## src/rtl/board_pkg.sv

```systemverilog
// Shared types and constants for board-level button conditioning.
// State encoding, counter width and 100 MHz default timings.
package board_pkg;

    localparam int CNT_W = 32;

    // 10 ms and 1 s at a 100 MHz system clock
    localparam logic [CNT_W-1:0] DEF_DEBOUNCE_CYCLES = 32'd1_000_000;
    localparam logic [CNT_W-1:0] DEF_LONG_CYCLES     = 32'd100_000_000;

    typedef enum logic [1:0] {
        ST_RELEASED    = 2'd0,
        ST_PRESS_CHK   = 2'd1,
        ST_PRESSED     = 2'd2,
        ST_RELEASE_CHK = 2'd3
    } btn_state_e;

    // Terminal count of an n-cycle window; n is never 0
    function automatic logic [CNT_W-1:0] last_cnt(
        input logic [CNT_W-1:0] n
    );
        return n - 32'd1;
    endfunction

endpackage

```

## src/rtl/button_debouncer_if.sv

```systemverilog
// Pad-to-consumer bundle for one debounced push-button.
// master is the board side, slave is the debouncer.
interface button_debouncer_if;

    logic button_raw;
    logic button_level;
    logic press_pulse;
    logic release_pulse;
    logic long_pulse;

    modport master (
        output button_raw,
        input  button_level,
        input  press_pulse,
        input  release_pulse,
        input  long_pulse
    );

    modport slave (
        input  button_raw,
        output button_level,
        output press_pulse,
        output release_pulse,
        output long_pulse
    );

endinterface

```

## src/rtl/button_debouncer_sync2.sv

```systemverilog
// Generic two-flop synchroniser for asynchronous pad inputs.
// Both stages clear to 0 on the active-low async reset.
module sync2 #(
    parameter int W = 1
) (
    input  logic         clk,
    input  logic         rst,
    input  logic [W-1:0] d_i,
    output logic [W-1:0] q_o
);

    logic [W-1:0] meta_q;
    logic [W-1:0] sync_q;

    // first stage may go metastable; second stage is the clean copy
    always_ff @(posedge clk or negedge rst) begin
        if (!rst) begin
            meta_q <= '0;
            sync_q <= '0;
        end else begin
            meta_q <= d_i;
            sync_q <= meta_q;
        end
    end

    assign q_o = sync_q;

endmodule

```

## src/rtl/button_debouncer.sv

```systemverilog
// Push-button debouncer: synchronise, filter bounce, then emit
// a clean level plus press, release and long-press strobes.
module button_debouncer
    import board_pkg::*;
#(
    parameter logic [CNT_W-1:0] DEBOUNCE_CYCLES = DEF_DEBOUNCE_CYCLES,
    parameter logic [CNT_W-1:0] LONG_CYCLES     = DEF_LONG_CYCLES
) (
    input  logic              clk,
    input  logic              rst,
    button_debouncer_if.slave btn
);

    localparam logic [CNT_W-1:0] D_LAST = last_cnt(DEBOUNCE_CYCLES);
    localparam logic [CNT_W-1:0] L_LAST = last_cnt(LONG_CYCLES);

    logic sync;

    btn_state_e state_q;
    btn_state_e state_d;

    logic [CNT_W-1:0] cnt_q;
    logic [CNT_W-1:0] cnt_d;
    logic [CNT_W-1:0] hold_q;
    logic [CNT_W-1:0] hold_d;

    logic long_done_q;
    logic long_done_d;
    logic level_q;
    logic level_d;
    logic press_q;
    logic press_d;
    logic release_q;
    logic release_d;
    logic long_q;
    logic long_d;

    sync2 #(
        .W (1)
    ) u_sync (
        .clk (clk),
        .rst (rst),
        .d_i (btn.button_raw),
        .q_o (sync)
    );

    // next-state: pulses default low, counters hold unless stepped
    always_comb begin
        state_d     = state_q;
        cnt_d       = cnt_q;
        hold_d      = hold_q;
        long_done_d = long_done_q;
        level_d     = level_q;
        press_d     = 1'b0;
        release_d   = 1'b0;
        long_d      = 1'b0;

        unique case (state_q)
            ST_RELEASED: begin
                if (sync) begin
                    state_d = ST_PRESS_CHK;
                    cnt_d   = '0;
                end
            end

            ST_PRESS_CHK: begin
                if (!sync) begin
                    state_d = ST_RELEASED;
                end else if (cnt_q == D_LAST) begin
                    state_d     = ST_PRESSED;
                    level_d     = 1'b1;
                    press_d     = 1'b1;
                    hold_d      = '0;
                    long_done_d = 1'b0;
                end else begin
                    cnt_d = cnt_q + 32'd1;
                end
            end

            ST_PRESSED: begin
                if (!sync) begin
                    // hold_q is left alone so a bounce resumes it
                    state_d = ST_RELEASE_CHK;
                    cnt_d   = '0;
                end else if (!long_done_q) begin
                    if (hold_q == L_LAST) begin
                        long_d      = 1'b1;
                        long_done_d = 1'b1;
                    end else begin
                        hold_d = hold_q + 32'd1;
                    end
                end
            end

            ST_RELEASE_CHK: begin
                if (sync) begin
                    state_d = ST_PRESSED;
                end else if (cnt_q == D_LAST) begin
                    state_d   = ST_RELEASED;
                    level_d   = 1'b0;
                    release_d = 1'b1;
                end else begin
                    cnt_d = cnt_q + 32'd1;
                end
            end

            default: begin
                state_d = ST_RELEASED;
            end
        endcase
    end

    // state, counters and registered outputs
    always_ff @(posedge clk or negedge rst) begin
        if (!rst) begin
            state_q     <= ST_RELEASED;
            cnt_q       <= '0;
            hold_q      <= '0;
            long_done_q <= 1'b0;
            level_q     <= 1'b0;
            press_q     <= 1'b0;
            release_q   <= 1'b0;
            long_q      <= 1'b0;
        end else begin
            state_q     <= state_d;
            cnt_q       <= cnt_d;
            hold_q      <= hold_d;
            long_done_q <= long_done_d;
            level_q     <= level_d;
            press_q     <= press_d;
            release_q   <= release_d;
            long_q      <= long_d;
        end
    end

    assign btn.button_level  = level_q;
    assign btn.press_pulse   = press_q;
    assign btn.release_pulse = release_q;
    assign btn.long_pulse    = long_q;

endmodule

```

## src/flat_wrapper.sv

```systemverilog
// flat-port wrapper written by rule: the top's interface ports become plain ports
module button_debouncer_flat import board_pkg::*;
#(
    parameter logic [CNT_W-1:0] DEBOUNCE_CYCLES = DEF_DEBOUNCE_CYCLES,
    parameter logic [CNT_W-1:0] LONG_CYCLES     = DEF_LONG_CYCLES
)
  (clk, rst, btn_button_raw, btn_button_level, btn_press_pulse, btn_release_pulse, btn_long_pulse);
  button_debouncer_if btn_i ();
  input  logic clk;
  input  logic rst;
  input wire logic [$bits(btn_i.button_raw)-1:0] btn_button_raw;
  output wire logic [$bits(btn_i.button_level)-1:0] btn_button_level;
  output wire logic [$bits(btn_i.press_pulse)-1:0] btn_press_pulse;
  output wire logic [$bits(btn_i.release_pulse)-1:0] btn_release_pulse;
  output wire logic [$bits(btn_i.long_pulse)-1:0] btn_long_pulse;
  assign btn_i.button_raw = btn_button_raw;
  assign btn_button_level = btn_i.button_level;
  assign btn_press_pulse = btn_i.press_pulse;
  assign btn_release_pulse = btn_i.release_pulse;
  assign btn_long_pulse = btn_i.long_pulse;
  button_debouncer #(.DEBOUNCE_CYCLES(DEBOUNCE_CYCLES), .LONG_CYCLES(LONG_CYCLES)) u_core (.clk(clk), .rst(rst), .btn(btn_i));
endmodule
```

## config.mk

```make
export PLATFORM = sky130hd
export DESIGN_NAME = button_debouncer_flat
export DESIGN_NICKNAME = d
export VERILOG_FILES = /design/src/rtl/board_pkg.sv /design/src/rtl/button_debouncer_if.sv /design/src/rtl/button_debouncer_sync2.sv /design/src/rtl/button_debouncer.sv /design/src/flat_wrapper.sv
export SDC_FILE = /design/constraint.sdc
export NUM_CORES = 1
export LEC_CHECK = 0
export BUFFER_PORTS_ARGS = -buffer_cell sky130_fd_sc_hd__buf_2
export CAP_MARGIN = 10
export CELL_PAD_IN_SITES_DETAIL_PLACEMENT = 1
export CELL_PAD_IN_SITES_GLOBAL_PLACEMENT = 1
export CORE_AREA = 2 2 96 98
export CTS_BUF_LIST = sky130_fd_sc_hd__clkbuf_8
export CTS_CLUSTER_SIZE = 28
export DETAILED_ROUTE_END_ITERATION = 6
export DIE_AREA = 0 0 98 100
export PLACE_DENSITY = 0.75
export SLEW_MARGIN = 0
export SYNTH_ARGS = -nofsm -noshare
export SYNTH_HDL_FRONTEND = slang
export SYNTH_SLANG_ARGS = --single-unit
```

## constraint.sdc

```tcl
create_clock -name clk -period 2.7 [get_ports clk]
set_input_delay 0.135 -clock clk [delete_from_list [all_inputs] [get_ports clk]]
set_output_delay 0.135 -clock clk [all_outputs]
set_load 0.05 [all_outputs]
```

==> qor.txt, run 1 <==
die footprint - 0.00980 mm²
top post-synthesis cells by area - dfrtp_1, a31oi_1, nand2_1
top cell family by delay on the critical path - simple AND/OR/NAND/NOR gates
antenna violations before repair - 0
Vias - 3893
synthesized area - 0.00424 mm²
max_cap viols - 0
critical-path cell list - ha_1 > nand3_2 > or3_4 > or4_4 > a41oi_1 > a31oi_1
max incr delay on CP - 0.74 ns
First DRT Iteration DRCs - 154
asr flop ratio synth - 1.00
Core Footprint - 0.00889 mm²
total track usage - 0.267
Cells after Synth - 476
Final period util - 0.921
postcts setup bufs - 0
global route hottest layer - met2
Max-slew headroom - 0.363
CTS Buf Count - 9
Avg Synthesized Cell Area - 8.90 µm²
worst hold path class - reg2reg
Post-CTS Resized - 0
routing usage on met3 - 0.0390
crit path DAT - 2.71 ns
final antenna-violating net count - 0
leading area contributor after synthesis - dfrtp_1
status - completed
first-pass GRT wire length - 20.8 mm
# diodes - 0
Chip Width - 98 µm
sequential share of the synthesized area - 0.431
Hold Slack - 0.356 ns
Final setup viols - 0
pwr dens - 482 mW/mm²
CP Capture Type - register
top post-synthesis cells by count - dfrtp_1, nand2_1, a31oi_1
Max Freq - 0.402 GHz
Clock Tree Buf Depth - 2
RSZ-0062 raised after global routing - false
#FFs+latches synth - 73
Initial Util - 0.477
clock-pin slew on the worst setup and hold paths - 0.08 ns
TritonCTS Sinks - 73
Synth top area share - 0.431
TritonCTS clock tree - built
count of pins over their slew limit - 0
Clk Latency, worst-skew pair - 0.36 ns
CP Data Required Time - 2.93 ns
Peak supply drop - 0.276 mV
Final TNS setup - 0 ns
Slew @ Worst Pin - 0.956 ns
CP Class - reg2reg
met1 usage - 0.338
Setup crit start kind - register
Fin. Hold Viols - 0
num ports - 7
GRT overflow - 0
Die Y-Extent - 100 µm
Yosys warning count - 0
Post-Route WL - 12.6 mm
post-placement cell count - 590
number of global-route vias before repair - 3998
Routed WL per cell - 20.8 µm
maximum fanout along the worst path - 24
layout cells sized above 1 - 0.113
Total Power - 2280 µW
Crit-path slowest cell - or4_4
ys flop type - dfrtp_1
Layout Skew - 0.00917 ns
Port Buffers - 6
leakage - 0.00192 µW
DP HPWL - 8.54 mm
# H-tree levels - 3
post-route minimum period - 2.49 ns
Syn Nets - 481
Synth cell types - 57
hold bufs inserted after CTS - 2
DR vias/cell - 6.40
Post-synth EDFFs - 0
GPL Wtd Cong - 0.837
Nets - 497
root buffer cell - clkbuf_8
Layout Cells excl Fill - 608
Area Growth Syn to Fin - 11.7%
DRC - 0
M2 GR Usage - 0.470
largest net degree at the start of global routing - 74
Buf/Inv on CP - 0
First-pass DRT Iterations - 4
num rows - 35
most common cell in the netlist - dfrtp_1
-- cells in the final DEF, fill, tap and decap left out, types with 4 or more instances in the layout --
master / instances
dfrtp_1: 73
nand2_1: 44
a31oi_1: 37
nor2_1: 34
nand3_1: 29
o21ai_0: 28
nand4_1: 23
buf_4: 20
inv_1: 18
and3_1: 15
nor4_1: 14
nor3_1: 14
a21oi_1: 12
xor2_1: 10
clkbuf_8: 9
a41oi_1: 8
o211ai_1: 7
and2_1: 6
and4_1: 6
or4_1: 5
or3_1: 5
o21a_1: 5
buf_2: 5
xnor2_1: 4
a21o_1: 4
-- cell type report --
class / instances / area [µm²]
flip-flops and latches: 73 / 1830
clock inverters: 7 / 119
well taps: 111 / 139
inverters: 17 / 63.8
fillers: 1039 / 4160
multi-input cells: 362 / 2220
repair buffers: 29 / 235
clock buffers: 9 / 124
-- metrics by stage --
stage          setup WS (ns)  area [µm²]   util
2_1_floorplan          0.334        4240      -
5_1_grt               0.0641        4730  0.532
6_report               0.213        4730  0.532
3_3_place_gp           0.300        4470  0.503
3_5_place_dp           0.261        4470  0.503
4_1_cts                0.213        4730  0.532
-- sequential cells by signal (all words and copies together) (netlist names), named ones only --
signal	count
u_core.btn.long_pulse	1
u_core.btn.press_pulse	1
u_core.hold_q	32
u_core.cnt_q	32
u_core.long_done_q	1
u_core.u_sync.q_o	1
u_core.u_sync.meta_q	1
u_core.state_q	1
u_core.btn.release_pulse	1
u_core.btn.button_level	1
-- power by group --
group | internal (µW) | switching (µW) | leakage [µW]
Clock | 616 | 471 | 0.000121
Sequential | 1100 | 12.6 | 0.00101
Combinational | 20.7 | 57.3 | 0.000788
-- worst paths after layout --
path | endpoint | cells past startpoint | from | slack (ns)
max in group asynchronous | u_core.hold_q[17] | 2 | rst | 1.63
worst max-delay path | u_core.hold_q[17] | 6 | u_core.hold_q[0] | 0.21
min in group asynchronous | u_core.cnt_q[21] | 2 | rst | 0.46
worst max register to register | u_core.hold_q[17] | 6 | u_core.hold_q[0] | 0.21
worst min-delay path | u_core.u_sync.q_o | 0 | u_core.u_sync.meta_q | 0.36
worst min register to register | u_core.u_sync.q_o | 0 | u_core.u_sync.meta_q | 0.36
-- worst register-to-register path: cells and delay by family (launching register included) --
kind / cells / cell delay [ns]
simple gates: 3 / 1.39
compound gates: 2 / 0.33
fa+ha+maj: 1 / 0.23
flops: 1 / 0.39
-- cells by family after synthesis --
group | after synthesis | share of synthesized area
AOI/OAI and AO/OA | 124 | 0.195
muxes | 5 | 0.0124
adders and majority gates | 2 | 0.00591
xor gates and xnor gates | 14 | 0.0289
buffers and inverters | 41 | 0.0461
and+or+nand+nor | 217 | 0.281
DFF | 73 | 0.431
-- metal layers --
layer | vias to the layer above | share of wire
li1 | 1852 | -
met1 | 1973 | 0.44
met2 | 55 | 0.52
met3 | 13 | 0.026
met4 | 0 | 0.015
met5 | - | 0
No activity file was read; power rests on OpenSTA's default activity.
==> inputs of run 2 (changes only) <==
--- a/config.mk
+++ b/config.mk
@@ -10,7 +10,6 @@
 export CELL_PAD_IN_SITES_DETAIL_PLACEMENT = 1
 export CELL_PAD_IN_SITES_GLOBAL_PLACEMENT = 1
 export CORE_AREA = 2 2 96 98
-export CTS_BUF_LIST = sky130_fd_sc_hd__clkbuf_8
 export CTS_CLUSTER_SIZE = 28
 export DETAILED_ROUTE_END_ITERATION = 6
 export DIE_AREA = 0 0 98 100
==> run 2 against run 1 <==
  * Worst hold slack unchanged
  * Clock skew about the same
  * Largest power group unchanged
  * Final cell count unchanged
  * Combinational power about the same
==> qor.txt, run 2 (synthesis gave the netlist of run 1 again) <==
status - completed
commonest non-fill, non-tap cell in the layout - dfrtp_1
Max-slew headroom - 0.363
First DRT Iteration DRCs - 153
final antenna-violating net count - 0
pwr dens - 483 mW/mm²
postcts setup bufs - 0
TritonCTS clock tree - built
Port Buffers - 6
antenna violations before repair - 0
CP Capture Type - register
Pint - 1740 µW
Worst Setup SP - u_core.hold_q[0]
layout cells sized above 1 - 0.113
CP Data Required Time - 2.93 ns
Core Footprint - 0.00889 mm²
Nets - 497
num rows - 35
DP HPWL - 8.54 mm
Peak supply drop - 0.276 mV
Post-Route WL - 12.6 mm
CTS Buf Count - 9
reg2reg start - u_core.hold_q[0]
RSZ-0062 raised after global routing - false
Max Freq - 0.402 GHz
first-pass GRT wire length - 20.8 mm
num ports - 7
Clock Tree Buf Depth - 2
maximum fanout along the worst path - 24
hold bufs inserted after CTS - 2
CP Class - reg2reg
post-route minimum period - 2.49 ns
Area Growth Syn to Fin - 11.7%
Final period util - 0.921
Post-Place Worst Slack - 0.261 ns
Comb pwr share - 0.034
Routed WL per cell - 20.8 µm
Fin. Hold Viols - 0
GPL Wtd Cong - 0.837
die footprint - 0.00980 mm²
critical-path cell list - ha_1 > nand3_2 > or3_4 > or4_4 > a41oi_1 > a31oi_1
sw frac - 0.237
clock-pin slew on the worst setup and hold paths - 0.08 ns
DRC - 0
Final setup viols - 0
leakage - 0.00192 µW
Final TNS setup - 0 ns
Clock power frac - 0.478
Setup crit start kind - register
DR vias/cell - 6.40
Clk Latency, worst-skew pair - 0.36 ns
Flop pwr share - 0.488
Vias - 3893
Initial Util - 0.477
TritonCTS Sinks - 73
number of global-route vias before repair - 3998
Layout Skew - 0.00892 ns
worst hold start - u_core.u_sync.meta_q
Post-CTS Resized - 0
worst hold path class - reg2reg
Setup WS post-layout - 0.213 ns
largest net degree at the start of global routing - 74
Die Y-Extent - 100 µm
Crit-path slowest cell - or4_4
total track usage - 0.267
Top Registers - u_core.cnt_q x32, u_core.hold_q x32
GRT overflow - 0
most frequent cells in the layout - dfrtp_1, nand2_1, a31oi_1
max incr delay on CP - 0.74 ns
# diodes - 0
count of pins over their slew limit - 0
# H-tree levels - 3
First-pass DRT Iterations - 4
Chip Width - 98 µm
crit path DAT - 2.71 ns
max_cap viols - 0
Slew @ Worst Pin - 0.956 ns
root buffer cell - clkbuf_8
NetSw - 540 µW
==> run 2: cell count changes in the layout (fill, tap and decap cells not counted), sizes merged <==
cell    change
clkbuf      +1
inv         -1
==> run 2: worst paths after layout <==
path	slack, ns	to	depth (start not counted)
setup / recovery	0.21	u_core.hold_q[17]	6
hold / removal	0.36	u_core.u_sync.q_o	0
setup reg to reg	0.21	u_core.hold_q[17]	6
hold reg to reg	0.36	u_core.u_sync.q_o	0
max in group asynchronous	1.63	u_core.hold_q[17]	2
min in group asynchronous	0.46	u_core.cnt_q[21]	2
==> run 2: metal layers <==
| layer | global-route usage | wire length, µm | vias to the layer above |
|---|---|---|---|
| li1 | - | - | 1852 |
| met1 | 0.338 | 5590 | 1973 |
| met2 | 0.470 | 6520 | 55 |
| met3 | 0.0390 | 323 | 13 |
| met4 | 0.0951 | 187 | 0 |
| met5 | 0 | 0 | - |
==> run 2: cell type report <==
type	count	area [µm²]
clock buffer	10	128
clock inverter	6	115
fill	1039	4160
inverter	17	63.8
multi-input combinational	362	2220
sequential	73	1830
tap	111	139
timing repair buffer	29	235
==> run 2: power by group through the flow <==
stage / registers, µW / logic, µW / clock network [µW]
CTS: 1110 / 80.2 / 1110
finish: 1110 / 78.0 / 1090
global placement: 1140 / 75.3 / 0
detailed placement: 1140 / 77.8 / 0
global route: 1120 / 90.1 / 1150
floorplan: 1130 / 36.9 / 0
==> run 2: worst max-delay path: cells and delay by family (launching register included) <==
family	cells	cell delay (ns)
AO/OA/AOI/OAI	2	0.33
adder cells (fa/ha/maj)	1	0.23
AND/OR/NAND/NOR	3	1.39
flip-flops	1	0.39
==> run 2: stage by stage <==
| step | utilization | std cells | hold WS [ns] | area, µm² | power (µW) |
|---|---|---|---|---|---|
| finish | 0.532 | 608 | 0.356 | 4730 | 2280 |
| global route | 0.532 | 608 | 0.373 | 4730 | 2360 |
| CTS | 0.532 | 608 | 0.358 | 4730 | 2300 |
| detailed placement | 0.503 | 590 | 0.245 | 4470 | 1210 |
| global placement | 0.503 | 590 | 0.244 | 4470 | 1210 |
| floorplan | - | 476 | -0.161 | 4240 | 1170 |
==> inputs of run 3 (changes only) <==
--- a/config.mk
+++ b/config.mk
@@ -7,12 +7,12 @@
 export LEC_CHECK = 0
 export BUFFER_PORTS_ARGS = -buffer_cell sky130_fd_sc_hd__buf_2
 export CAP_MARGIN = 10
-export CELL_PAD_IN_SITES_DETAIL_PLACEMENT = 1
-export CELL_PAD_IN_SITES_GLOBAL_PLACEMENT = 1
-export CORE_AREA = 2 2 96 98
+export CELL_PAD_IN_SITES_DETAIL_PLACEMENT = 2
+export CELL_PAD_IN_SITES_GLOBAL_PLACEMENT = 2
+export CORE_AREA = 2 2 106 108
 export CTS_CLUSTER_SIZE = 28
 export DETAILED_ROUTE_END_ITERATION = 6
-export DIE_AREA = 0 0 98 100
+export DIE_AREA = 0 0 108 110
 export PLACE_DENSITY = 0.75
 export SLEW_MARGIN = 0
 export SYNTH_ARGS = -nofsm -noshare
==> run 3 against run 2 <==
  * First-iteration DRC count up 66%
  * Clock skew up 0.0045 ns
  * Total power down 7.7%
  * Worst hold slack better by 0.039 ns
  * Clock-buffer cell count unchanged
  * Utilization down 9.2 points
  * Sequential share of layout area up 0.20 points
  * Global-route usage down 0.66 points
  * Critical path depth unchanged
  * Setup slack worse by 0.071 ns
  * Wire length up 14%
  * Largest power group unchanged
  * Highest routed layer unchanged
==> qor.txt, run 3 (synthesis gave the netlist of run 1 again) <==
top cell family by delay on the critical path - simple AND/OR/NAND/NOR gates
final antenna-violating net count - 0
post-route minimum period - 2.56 ns
Vias - 4011
sw frac - 0.256
Port Buffers - 6
Die Y-Extent - 110 µm
Final setup viols - 0
Post-Route WL - 14.4 mm
layout cells sized above 1 - 0.115
DP HPWL - 9.74 mm
Routed WL per cell - 22.6 µm
Peak supply drop - 0.219 mV
root buffer cell - clkbuf_8
critical-path cell list - ha_1 > nand3_2 > or3_4 > or4_4 > a41oi_1 > a31oi_1
Reg2Reg Depth - 6
worst hold start - u_core.u_sync.meta_q
die footprint - 0.0119 mm²
fin area - 0.00471 mm²
CP Data Required Time - 2.94 ns
commonest non-fill, non-tap cell in the layout - dfrtp_1
Setup crit start kind - register
Max Freq - 0.391 GHz
Post-Place Worst Slack - 0.193 ns
Util after Layout - 0.440
Top Registers - u_core.cnt_q x32, u_core.hold_q x32
Comb pwr share - 0.038
GRT overflow - 0
hold bufs inserted after CTS - 2
Flop pwr share - 0.529
Clock Tree Buf Depth - 2
reg2reg start - u_core.hold_q[0]
RSZ-0062 raised after global routing - false
total track usage - 0.261
First DRT Iteration DRCs - 254
DRC - 0
Final TNS setup - 0 ns
postcts setup bufs - 0
DR vias/cell - 6.30
First-pass DRT Iterations - 4
Layout Skew - 0.0134 ns
num ports - 7
Nets - 497
CP Capture Type - register
TritonCTS Sinks - 73
antenna violations before repair - 0
Area Growth Syn to Fin - 11.1%
GPL Wtd Cong - 0.843
Post-CTS Resized - 0
count of pins over their slew limit - 0
fillcell total - 1186
crit path DAT - 2.79 ns
first-pass GRT wire length - 23.9 mm
Pint - 1570 µW
NetSw - 539 µW
Chip Width - 108 µm
CP Class - reg2reg
leakage - 0.00190 µW
max incr delay on CP - 0.75 ns
pwr dens - 448 mW/mm²
Fin. Hold Viols - 0
FF-to-FF End - u_core.hold_q[10]
WHS Path Cells - 0
status - completed
CTS Buf Count - 9
num rows - 38
Core Footprint - 0.0107 mm²
number of global-route vias before repair - 4401
maximum fanout along the worst path - 24
Setup WS post-layout - 0.142 ns
Crit-path slowest cell - or4_4
worst hold path class - reg2reg
Initial Util - 0.396
DP Area - 0.00449 mm²
Clk Latency, worst-skew pair - 0.38 ns
clock-pin slew on the worst setup and hold paths - 0.09 ns
Clock power frac - 0.433
Layout Cells excl Fill - 637
# diodes - 0
R2R Setup Slk - 0.14 ns
Final period util - 0.947
Buf/Inv on CP - 0
Worst Setup SP - u_core.hold_q[0]
TritonCTS clock tree - built
max_cap viols - 0
most frequent cells in the layout - dfrtp_1, nand2_1, a31oi_1
end of the worst hold path - u_core.u_sync.q_o
post-placement cell count - 619
largest net degree at the start of global routing - 74
Slew @ Worst Pin - 0.977 ns
Max-slew headroom - 0.348
# H-tree levels - 3
## run 3: area by class of cell
class	instances	area, µm²	share of cell area
multi-input cells	362	2220	0.472
clock inverters	6	57.6	0.0122
clock buffers	10	138	0.0292
repair buffers	29	223	0.0473
flip-flops and latches	73	1830	0.388
inverters	17	63.8	0.0136
well taps	140	175	0.0372
## run 3: how the worst max path moves through the flow
stage                                    to  slack [ns]  cells after the start
after floorplan            u_core.hold_q[8]        0.33                      9
after global placement    u_core.hold_q[10]        0.28                      6
after detailed placement  u_core.hold_q[10]        0.19                      6
after CTS                 u_core.hold_q[10]        0.16                      6
after global routing      u_core.hold_q[10]       0.009                      6
final                     u_core.hold_q[10]        0.14                      6
## run 3: power groups by stage
stage	combinational, µW	clock, µW	sequential [µW]
after floorplan	36.9	0	1130
after global placement	76.3	0	1140
after detailed placement	79.4	0	1140
after CTS	81.8	929	1110
after global routing	90.6	968	1120
final	79.3	912	1120
## run 3: worst reg2reg max path, delay by kind of cell, from the launching register on
kind            cells  cell delay (ns)
simple gates        3             1.43
flops               1             0.40
compound gates      2             0.36
fa+ha+maj           1             0.22
## run 3: per-layer routing
layer  wire length [µm]  GRT usage  vias up
li1                   -          -     1845
met1               6890      0.364     2084
met2               6790      0.418       66
met3                477     0.0288       16
met4                246      0.101        0
met5                  0          0        -
## run 3: metrics by stage
step                hold slack, ns  power, µW
floorplan                   -0.161       1170
global placement             0.242       1210
detailed placement           0.244       1220
CTS                          0.386       2130
global route                 0.395       2180
finish                       0.395       2110
